===== src/rtl/denoise_stream_sync.sv =====
`default_nettype none
// ============================================================================
// Module      : denoise_stream_sync
// Description : Frame-alignment controller for denoise_core. Drops beats on
//               each input until both previous- and current-frame streams sit
//               on a start-of-frame beat. Then it releases them in lockstep as
//               one joint {curr,prev} stream. On any tlast/tuser disagreement
//               it drops the offending pair and resynchronises.
// Options     : `define DENOISE_SYNC_STATS_EN enables the frame/drop counters.
//               Without it, frame_cnt and drop_cnt read 0.
// Revision    : 1.0 - initial release
// ============================================================================
module denoise_stream_sync #(
  parameter int DATA_WIDTH = 32,
  parameter int CNT_W      = 16
) (
  input  logic                    aclk,
  input  logic                    aresetn,
  input  logic [DATA_WIDTH-1:0]   s_prev_axis_tdata,
  input  logic                    s_prev_axis_tvalid,
  input  logic                    s_prev_axis_tlast,
  input  logic                    s_prev_axis_tuser,
  output logic                    s_prev_axis_tready,
  input  logic [DATA_WIDTH-1:0]   s_curr_axis_tdata,
  input  logic                    s_curr_axis_tvalid,
  input  logic                    s_curr_axis_tlast,
  input  logic                    s_curr_axis_tuser,
  output logic                    s_curr_axis_tready,
  output logic [2*DATA_WIDTH-1:0] m_axis_tdata,
  output logic                    m_axis_tvalid,
  input  logic                    m_axis_tready,
  output logic                    m_axis_tlast,
  output logic                    m_axis_tuser,
  output logic                    sync_locked,
  output logic                    resync_pulse,
  output logic [CNT_W-1:0]        frame_cnt,
  output logic [CNT_W-1:0]        drop_cnt
);

  localparam logic [0:0] ST_SEEK = 1'b0;
  localparam logic [0:0] ST_RUN  = 1'b1;

  logic [0:0]              r_state;
  logic                    r_active;   // inputs stay stalled for the first cycle out of reset
  logic [2*DATA_WIDTH-1:0] r_m_tdata;
  logic                    r_m_tvalid;
  logic                    r_m_tlast;
  logic                    r_m_tuser;
  logic                    r_resync;

  logic w_slot_free;
  logic w_both_valid;
  logic w_seek_join;
  logic w_run_acc;
  logic w_agree;
  logic w_fwd;
  logic w_mismatch;

  assign w_slot_free  = !r_m_tvalid | m_axis_tready;
  assign w_both_valid = s_prev_axis_tvalid & s_curr_axis_tvalid;
  // Both heads on SOF: take the pair together and lock.
  assign w_seek_join  = (r_state == ST_SEEK) & r_active & w_both_valid &
                        s_prev_axis_tuser & s_curr_axis_tuser & w_slot_free;
  assign w_run_acc    = (r_state == ST_RUN) & w_both_valid & w_slot_free;
  assign w_agree      = (s_prev_axis_tlast == s_curr_axis_tlast) &
                        (s_prev_axis_tuser == s_curr_axis_tuser);
  assign w_fwd        = w_seek_join | (w_run_acc & w_agree);
  assign w_mismatch   = w_run_acc & !w_agree;

  // Input handshakes: independent drop/hold while seeking, joint accept when locked.
  always_comb begin
    s_prev_axis_tready = 1'b0;
    s_curr_axis_tready = 1'b0;
    if (r_state == ST_RUN) begin
      s_prev_axis_tready = w_run_acc;
      s_curr_axis_tready = w_run_acc;
    end else if (r_active) begin
      s_prev_axis_tready = !s_prev_axis_tuser | w_seek_join;
      s_curr_axis_tready = !s_curr_axis_tuser | w_seek_join;
    end
  end

  // Lock state, resync pulse and the post-reset enable.
  always_ff @(posedge aclk or negedge aresetn) begin
    if (!aresetn) begin
      r_state  <= ST_SEEK;
      r_active <= 1'b0;
      r_resync <= 1'b0;
    end else begin
      r_active <= 1'b1;
      r_resync <= w_mismatch;
      if (w_seek_join) begin
        r_state <= ST_RUN;
      end else if (w_mismatch) begin
        r_state <= ST_SEEK;
      end
    end
  end

  // Single-register output stage; contents hold while downstream stalls.
  always_ff @(posedge aclk or negedge aresetn) begin
    if (!aresetn) begin
      r_m_tdata  <= '0;
      r_m_tvalid <= 1'b0;
      r_m_tlast  <= 1'b0;
      r_m_tuser  <= 1'b0;
    end else if (w_fwd) begin
      r_m_tdata  <= {s_curr_axis_tdata, s_prev_axis_tdata};
      r_m_tvalid <= 1'b1;
      r_m_tlast  <= s_prev_axis_tlast & s_curr_axis_tlast;
      r_m_tuser  <= s_prev_axis_tuser & s_curr_axis_tuser;
    end else if (m_axis_tready) begin
      r_m_tvalid <= 1'b0;
    end
  end

  assign m_axis_tdata  = r_m_tdata;
  assign m_axis_tvalid = r_m_tvalid;
  assign m_axis_tlast  = r_m_tlast;
  assign m_axis_tuser  = r_m_tuser;
  assign sync_locked   = (r_state == ST_RUN);
  assign resync_pulse  = r_resync;

`ifdef DENOISE_SYNC_STATS_EN
  logic [CNT_W-1:0] r_frame_cnt;
  logic [CNT_W-1:0] r_drop_cnt;
  logic             w_prev_drop;
  logic             w_curr_drop;
  logic [1:0]       w_drop_inc;
  logic [CNT_W:0]   w_drop_sum;

  assign w_prev_drop = (r_state == ST_SEEK) & r_active & s_prev_axis_tvalid & !s_prev_axis_tuser;
  assign w_curr_drop = (r_state == ST_SEEK) & r_active & s_curr_axis_tvalid & !s_curr_axis_tuser;
  assign w_drop_inc  = w_mismatch ? 2'd2 : ({1'b0, w_prev_drop} + {1'b0, w_curr_drop});
  assign w_drop_sum  = {1'b0, r_drop_cnt} + {{(CNT_W-1){1'b0}}, w_drop_inc};

  // Saturating statistics: frames forwarded and input beats discarded.
  always_ff @(posedge aclk or negedge aresetn) begin
    if (!aresetn) begin
      r_frame_cnt <= '0;
      r_drop_cnt  <= '0;
    end else begin
      if (w_fwd && s_prev_axis_tuser && s_curr_axis_tuser && (r_frame_cnt != '1)) begin
        r_frame_cnt <= r_frame_cnt + 1'b1;
      end
      r_drop_cnt <= w_drop_sum[CNT_W] ? '1 : w_drop_sum[CNT_W-1:0];
    end
  end

  assign frame_cnt = r_frame_cnt;
  assign drop_cnt  = r_drop_cnt;
`else
  assign frame_cnt = '0;
  assign drop_cnt  = '0;
`endif

endmodule
`default_nettype wire


===== config.mk =====
export PLATFORM = sky130hd
export DESIGN_NAME = denoise_stream_sync
export DESIGN_NICKNAME = d
export VERILOG_FILES = /design/src/rtl/denoise_stream_sync.sv
export SDC_FILE = /design/constraint.sdc
export NUM_CORES = 1
export LEC_CHECK = 0
export ABC_AREA = 1
export BUFFER_PORTS_ARGS = -buffer_cell sky130_fd_sc_hd__buf_4
export CORE_MARGIN = 4
export CORE_UTILIZATION = 25
export CTS_CLUSTER_SIZE = 12
export DETAILED_ROUTE_END_ITERATION = 7
export PLACE_DENSITY_LB_ADDON = 0.3
export SYNTH_ARGS = -nofsm -noshare
export SYNTH_HDL_FRONTEND = slang
export SYNTH_SLANG_ARGS = --single-unit

===== constraint.sdc =====
create_clock -name aclk -period 1.7 [get_ports aclk]
set_clock_uncertainty 0.05 [all_clocks]
set_input_delay 0.085 -clock aclk [delete_from_list [all_inputs] [get_ports aclk]]
set_output_delay 0.085 -clock aclk [all_outputs]
set_load 0.02 [all_outputs]

---- Yosys cells after proc, flatten, opt, wreduce, memory -nomap -nowiden ----
Cells that the tools add are included.
storage, ports and cells
  output and inout port bits .............. 103
  logic and storage cells ................. 41
  bits in registers ....................... 70
cells by class
  mux-type cells .......................... 8
  eq/ne operators ......................... 2
  reductions and logical operators ........ 6
  bitwise gates (word level) .............. 18
operators with widths
  operator             number
  AND 1 bit            13
  two-way mux 1 bit    8
  zero test 1 bit      4
  OR 1 bit             4
  nonzero test 2 bit   2
  equality test 1 bit  2
  NOT 1 bit            1

---- Longest topological paths before layout ----
  word-level depth ........................ 9
  depth in mapped cells ................... 9
  mapped depth without buffers ............ 7

---- Least setup slack after synthesis ----
Ideal clock, no wire load.
  path type ............................... reg2reg
  start point ............................. register r_state, in the netlist sync_locked
  end point ............................... register r_m_tdata[10], in the netlist m_axis_tdata[10]
  buffers on the path ..................... 2
  period minus slack after synthesis ...... 1388 ps
  path slack .............................. 312 ps
  cell stages (with the launch flop) ...... 8
  arrival ................................. 1221 ps
  path through ............................ dfrtp_1 inv_2 nor2_4 nand3_2 buf_4 buf_2 nand3_1 nand2_1
between the ends
  word-level cells in the longest chain between the ends .. 7
ends and longest elaborated chain
  item                      RTL line  source
  start: declaration        43        logic [0:0] r_state;
  start signal: assignment  86        r_state <= ST_SEEK;
  start signal: assignment  93        r_state <= ST_RUN;
  start signal: assignment  95        r_state <= ST_SEEK;
  NOT 1 bit                 62        assign w_seek_join = (r_state == ST_SEEK) & r_active & w_both_valid &
  AND 1 bit (3 in series)   62
  AND 1 bit (2 in series)   63        s_prev_axis_tuser & s_curr_axis_tuser & w_slot_free;
  OR 1 bit *                67        assign w_fwd = w_seek_join | (w_run_acc & w_agree);
  end signal: assignment    108       r_m_tdata <= {s_curr_axis_tdata, s_prev_axis_tdata};
  end: declaration          45        logic [2*DATA_WIDTH-1:0] r_m_tdata;
Every way passes the cells marked *; elsewhere a longest branch is shown, timed or not.
A chain may end at the register's enable or synchronous reset.

---- Worst setup path in the final report ----
  start point ............................. register r_state, in the netlist sync_locked
  end point ............................... output port s_prev_axis_tready
between the ends
  word-level cells in the longest chain between the ends .. 9
ends and longest elaborated chain
  item                     RTL line  source
  NOT 1 bit                62
  AND 1 bit (3 in series)  62
  AND 1 bit (2 in series)  63
  OR 1 bit                 78        s_prev_axis_tready = !s_prev_axis_tuser | w_seek_join;
  two-way mux 1 bit        77        end else if (r_active) begin
  two-way mux 1 bit *      74        if (r_state == ST_RUN) begin
  end: declaration         23        output logic s_prev_axis_tready,
Marks and branches as above.

==> flow_metrics.py <==
metrics = {
    "floorplanning": {
        "rows": 40,
        "start_util": 0.256,
        "fp.coreArea_um2": 12100,
        "chipHeight_um": 119,
        "dieWidth_um": 119,
        "design.die.area_um2": 14200,
        "io_pins": 176,
    },
    "synth": {
        "synth_area_leaders": "dfrtp_1 (57%), nand2_1 (17%), nand3_1 (11%)",
        "synthCells": 346,
        "ys_warn_count": 0,
        "ys_seq_area_frac": 0.566,
        "synth.top_cell.area_share": 0.566,
        "syn_avg_cell_area_um2": 8.94,
        "ys_types": 19,
        "synth_top_area_cell": "dfrtp_1",
        "synth_seq_cells": 70,
        "synthesis.area_um2": 3090,
    },
    "setup_path": {
        "cp.depth": 6,
        "cp_top_family": "flip-flops",
        "rrSetupSlack_ns": 0.19,
        "cp_max_fo": 5,
        "arrival_ns": 1.41,
        "timing.rr.start": "sync_locked$_DFFE_PN0P_",
        "critPathSlowestCell": "dfrtp_1",
        "end_kind": "output port",
        "critical_path.cell_chain": "inv_2, nand2_1, nor2_1, nand2_2, o211ai_1, buf_4",
        "critPathKind": "flip-flop to output port",
        "crit_buf_inv": 2,
        "crit_required_ns": 1.56,
        "r2r_cells": 8,
        "startpoint_type": "flip-flop",
        "cp_slowest_stage_delay_ns": 0.40,
        "r2r_end": "m_axis_tdata[51]$_DFFE_PN0P_",
    },
    "detailed_routing": {
        "ant_nets": 0,
        "wl_per_cell_um": 12.6,
        "dr_total_vias": 2989,
        "drt_iter0_markers": 155,
        "detail_route.wirelength_mm": 9.14,
        "via_per_inst": 4.12,
        "drc_errors": 0,
        "dr.pass1.iters": 4,
    },
    "worst_hold_path": {
        "min_path_cells": 4,
        "hold_class": "input port to flip-flop",
        "whs_endpoint": "m_axis_tlast$_DFFE_PN0P_",
        "min_from": "s_curr_axis_tlast",
    },
    "cts": {
        "cts_tree": "done",
        "cts_buffers": 9,
        "clockBufferDepth": 2,
        "clock_latency_ns": 0.33,
        "root_buffer": "clkbuf_16",
        "cts_resized": 0,
        "clock-sinks": 70,
        "htree_levels": 3,
        "clk_pin_slew_ns": 0.05,
    },
    "grt": {
        "grt_overflow": 0,
        "grt_pass1_wl_mm": 14.7,
        "grt.total_usage": 0.129,
        "grt_pass1_vias": 2958,
        "grt_max_degree": 43,
        "grt_antenna_before_repair": 0,
    },
    "place": {
        "gp_congestion": 0.739,
        "dp_hpwl_mm": 6.04,
        "numPortBuffers": 143,
        "placed_area_um2": 4210,
    },
    "run": {
        "maxCapViolCount": 0,
    },
    "pwr": {
        "p_per_area_nw_per_um2": 1610,
        "ir_drop_v": 0.000714,
        "pwr-share-comb": 0.416,
        "power.internal_uw": 5310,
        "switchingPower_uw": 3030,
        "swShare": 0.363,
        "clkPwrFrac": 0.240,
        "p_seq_frac": 0.344,
        "leakage_uw": 0.00278,
    },
    "timing": {
        "hold_viol": 0,
        "finalCritPeriodShare": 0.908,
        "rsz0062_at_grt": "no",
        "min_period_ns": 1.54,
        "finalSetupViolations": 0,
        "fmax_mhz": 648,
        "fin_tns_setup_ns": 0,
        "slew_viol_final": 0,
    },
    "cells_and_area": {
        "final_layout_size_suffix_gt1_frac": 0.311,
        "final_nets": 627,
        "diodes": 0,
        "fin_area_um2": 5190,
        "layout_common_cells": "buf_4 (150), nand2_1 (139), dfrtp_1 (70)",
        "final_common_cell": "buf_4",
        "syn_to_final_growth_pct": 67.8,
    },
    "outcome": {
        "status": "complete, no violations",
    },
}
-- worst max path at each step --
stage / start / endpoint / slack [ns]
after global placement: sync_locked$_DFFE_PN0P_ / m_axis_tdata[28]$_DFFE_PN0P_ / 0.12
after detailed placement: sync_locked$_DFFE_PN0P_ / m_axis_tdata[24]$_DFFE_PN0P_ / 0.06
after global routing: sync_locked$_DFFE_PN0P_ / m_axis_tdata[48]$_DFFE_PN0P_ / 0.04
after CTS: sync_locked$_DFFE_PN0P_ / s_prev_axis_tready / 0.12
final: sync_locked$_DFFE_PN0P_ / s_prev_axis_tready / 0.16
after floorplan: sync_locked$_DFFE_PN0P_ / m_axis_tdata[10]$_DFFE_PN0P_ / 0.31
-- through the flow --
stage | total power (uW) | instances | hold slack, ns | utilization | setup WS [ns]
after floorplan | 4680 | 377 | -0.261 | - | 0.312
after global placement | 6220 | 643 | 0.0139 | 0.349 | 0.122
after detailed placement | 6260 | 643 | 0.0139 | 0.349 | 0.0615
after CTS | 8480 | 725 | 0.00854 | 0.430 | 0.124
after global routing | 8870 | 725 | 0.0416 | 0.430 | 0.0369
final | 8350 | 725 | 0.0296 | 0.430 | 0.156
-- synthesized netlist by cell type --
master,instances
dfrtp_1,70
buf_2,9
nor2_1,2
nor2_4,1
inv_1,2
a21oi_1,1
inv_2,1
o211ai_1,2
buf_6,5
ha_1,2
nand3b_1,1
nand2_2,2
conb_1,2
buf_1,2
buf_4,33
clkbuf_1,4
nand2_1,139
nand3_2,1
nand3_1,67
-- power by group through the flow --
stage	Sequential [uW]	Clock [uW]	Combinational, uW
after global routing	2950	2170	3750
after detailed placement	2870	0	3390
after CTS	2870	2100	3510
after global placement	2880	0	3340
after floorplan	3750	0	931
final	2870	2000	3480
-- area by class of cell --
type | count | area (um2)
clock buffers | 10 | 239
clock inverters | 6 | 85.1
fillers | 1168 | 6870
inverters | 3 | 11.3
multi-input cells | 251 | 1070
flip-flops and latches | 70 | 1750
well taps | 168 | 210
repair buffers | 217 | 1820
-- sequential cells by signal (all words and copies together), names as in the netlist --
name	count
sync_locked	1
m_axis_tdata	64
m_axis_tvalid	1
r_active	1
resync_pulse	1
m_axis_tlast	1
m_axis_tuser	1
-- per-layer routing --
metal  global-route usage  part of all wire
met5                    0                 0
met4               0.0565             0.017
met3               0.0389             0.078
met2                0.215              0.49
met1                0.153              0.41
-- cell families (layout without fill, tap and decap cells) --
family | count (synthesis) | in the layout | share of synthesized area
simple gates | 213 | 213 | 0.293
fa+ha+maj | 2 | 2 | 0.00809
buf+inv | 56 | 236 | 0.124
compound gates | 3 | 3 | 0.00647
other cells | 2 | 33 | 0.00243
flops | 70 | 70 | 0.566
-- worst reg2reg max path, stage by stage (launching register included) --
cell,delay [ns]
dfrtp_1,0.40
inv_2,0.09
nand2_1,0.09
nor2_1,0.12
nand2_2,0.10
nand2_2,0.10
buf_4,0.33
nand2_1,0.11
nand2_1,0.07
-- repair_timing --
item,in CTS,in global routing
endpoints found under the hold margin,96,0
hold buffers,65,0
endpoints found under the setup margin,1,0
buffers inserted,1,0
Note: power is estimated with default switching activity, not from simulation.
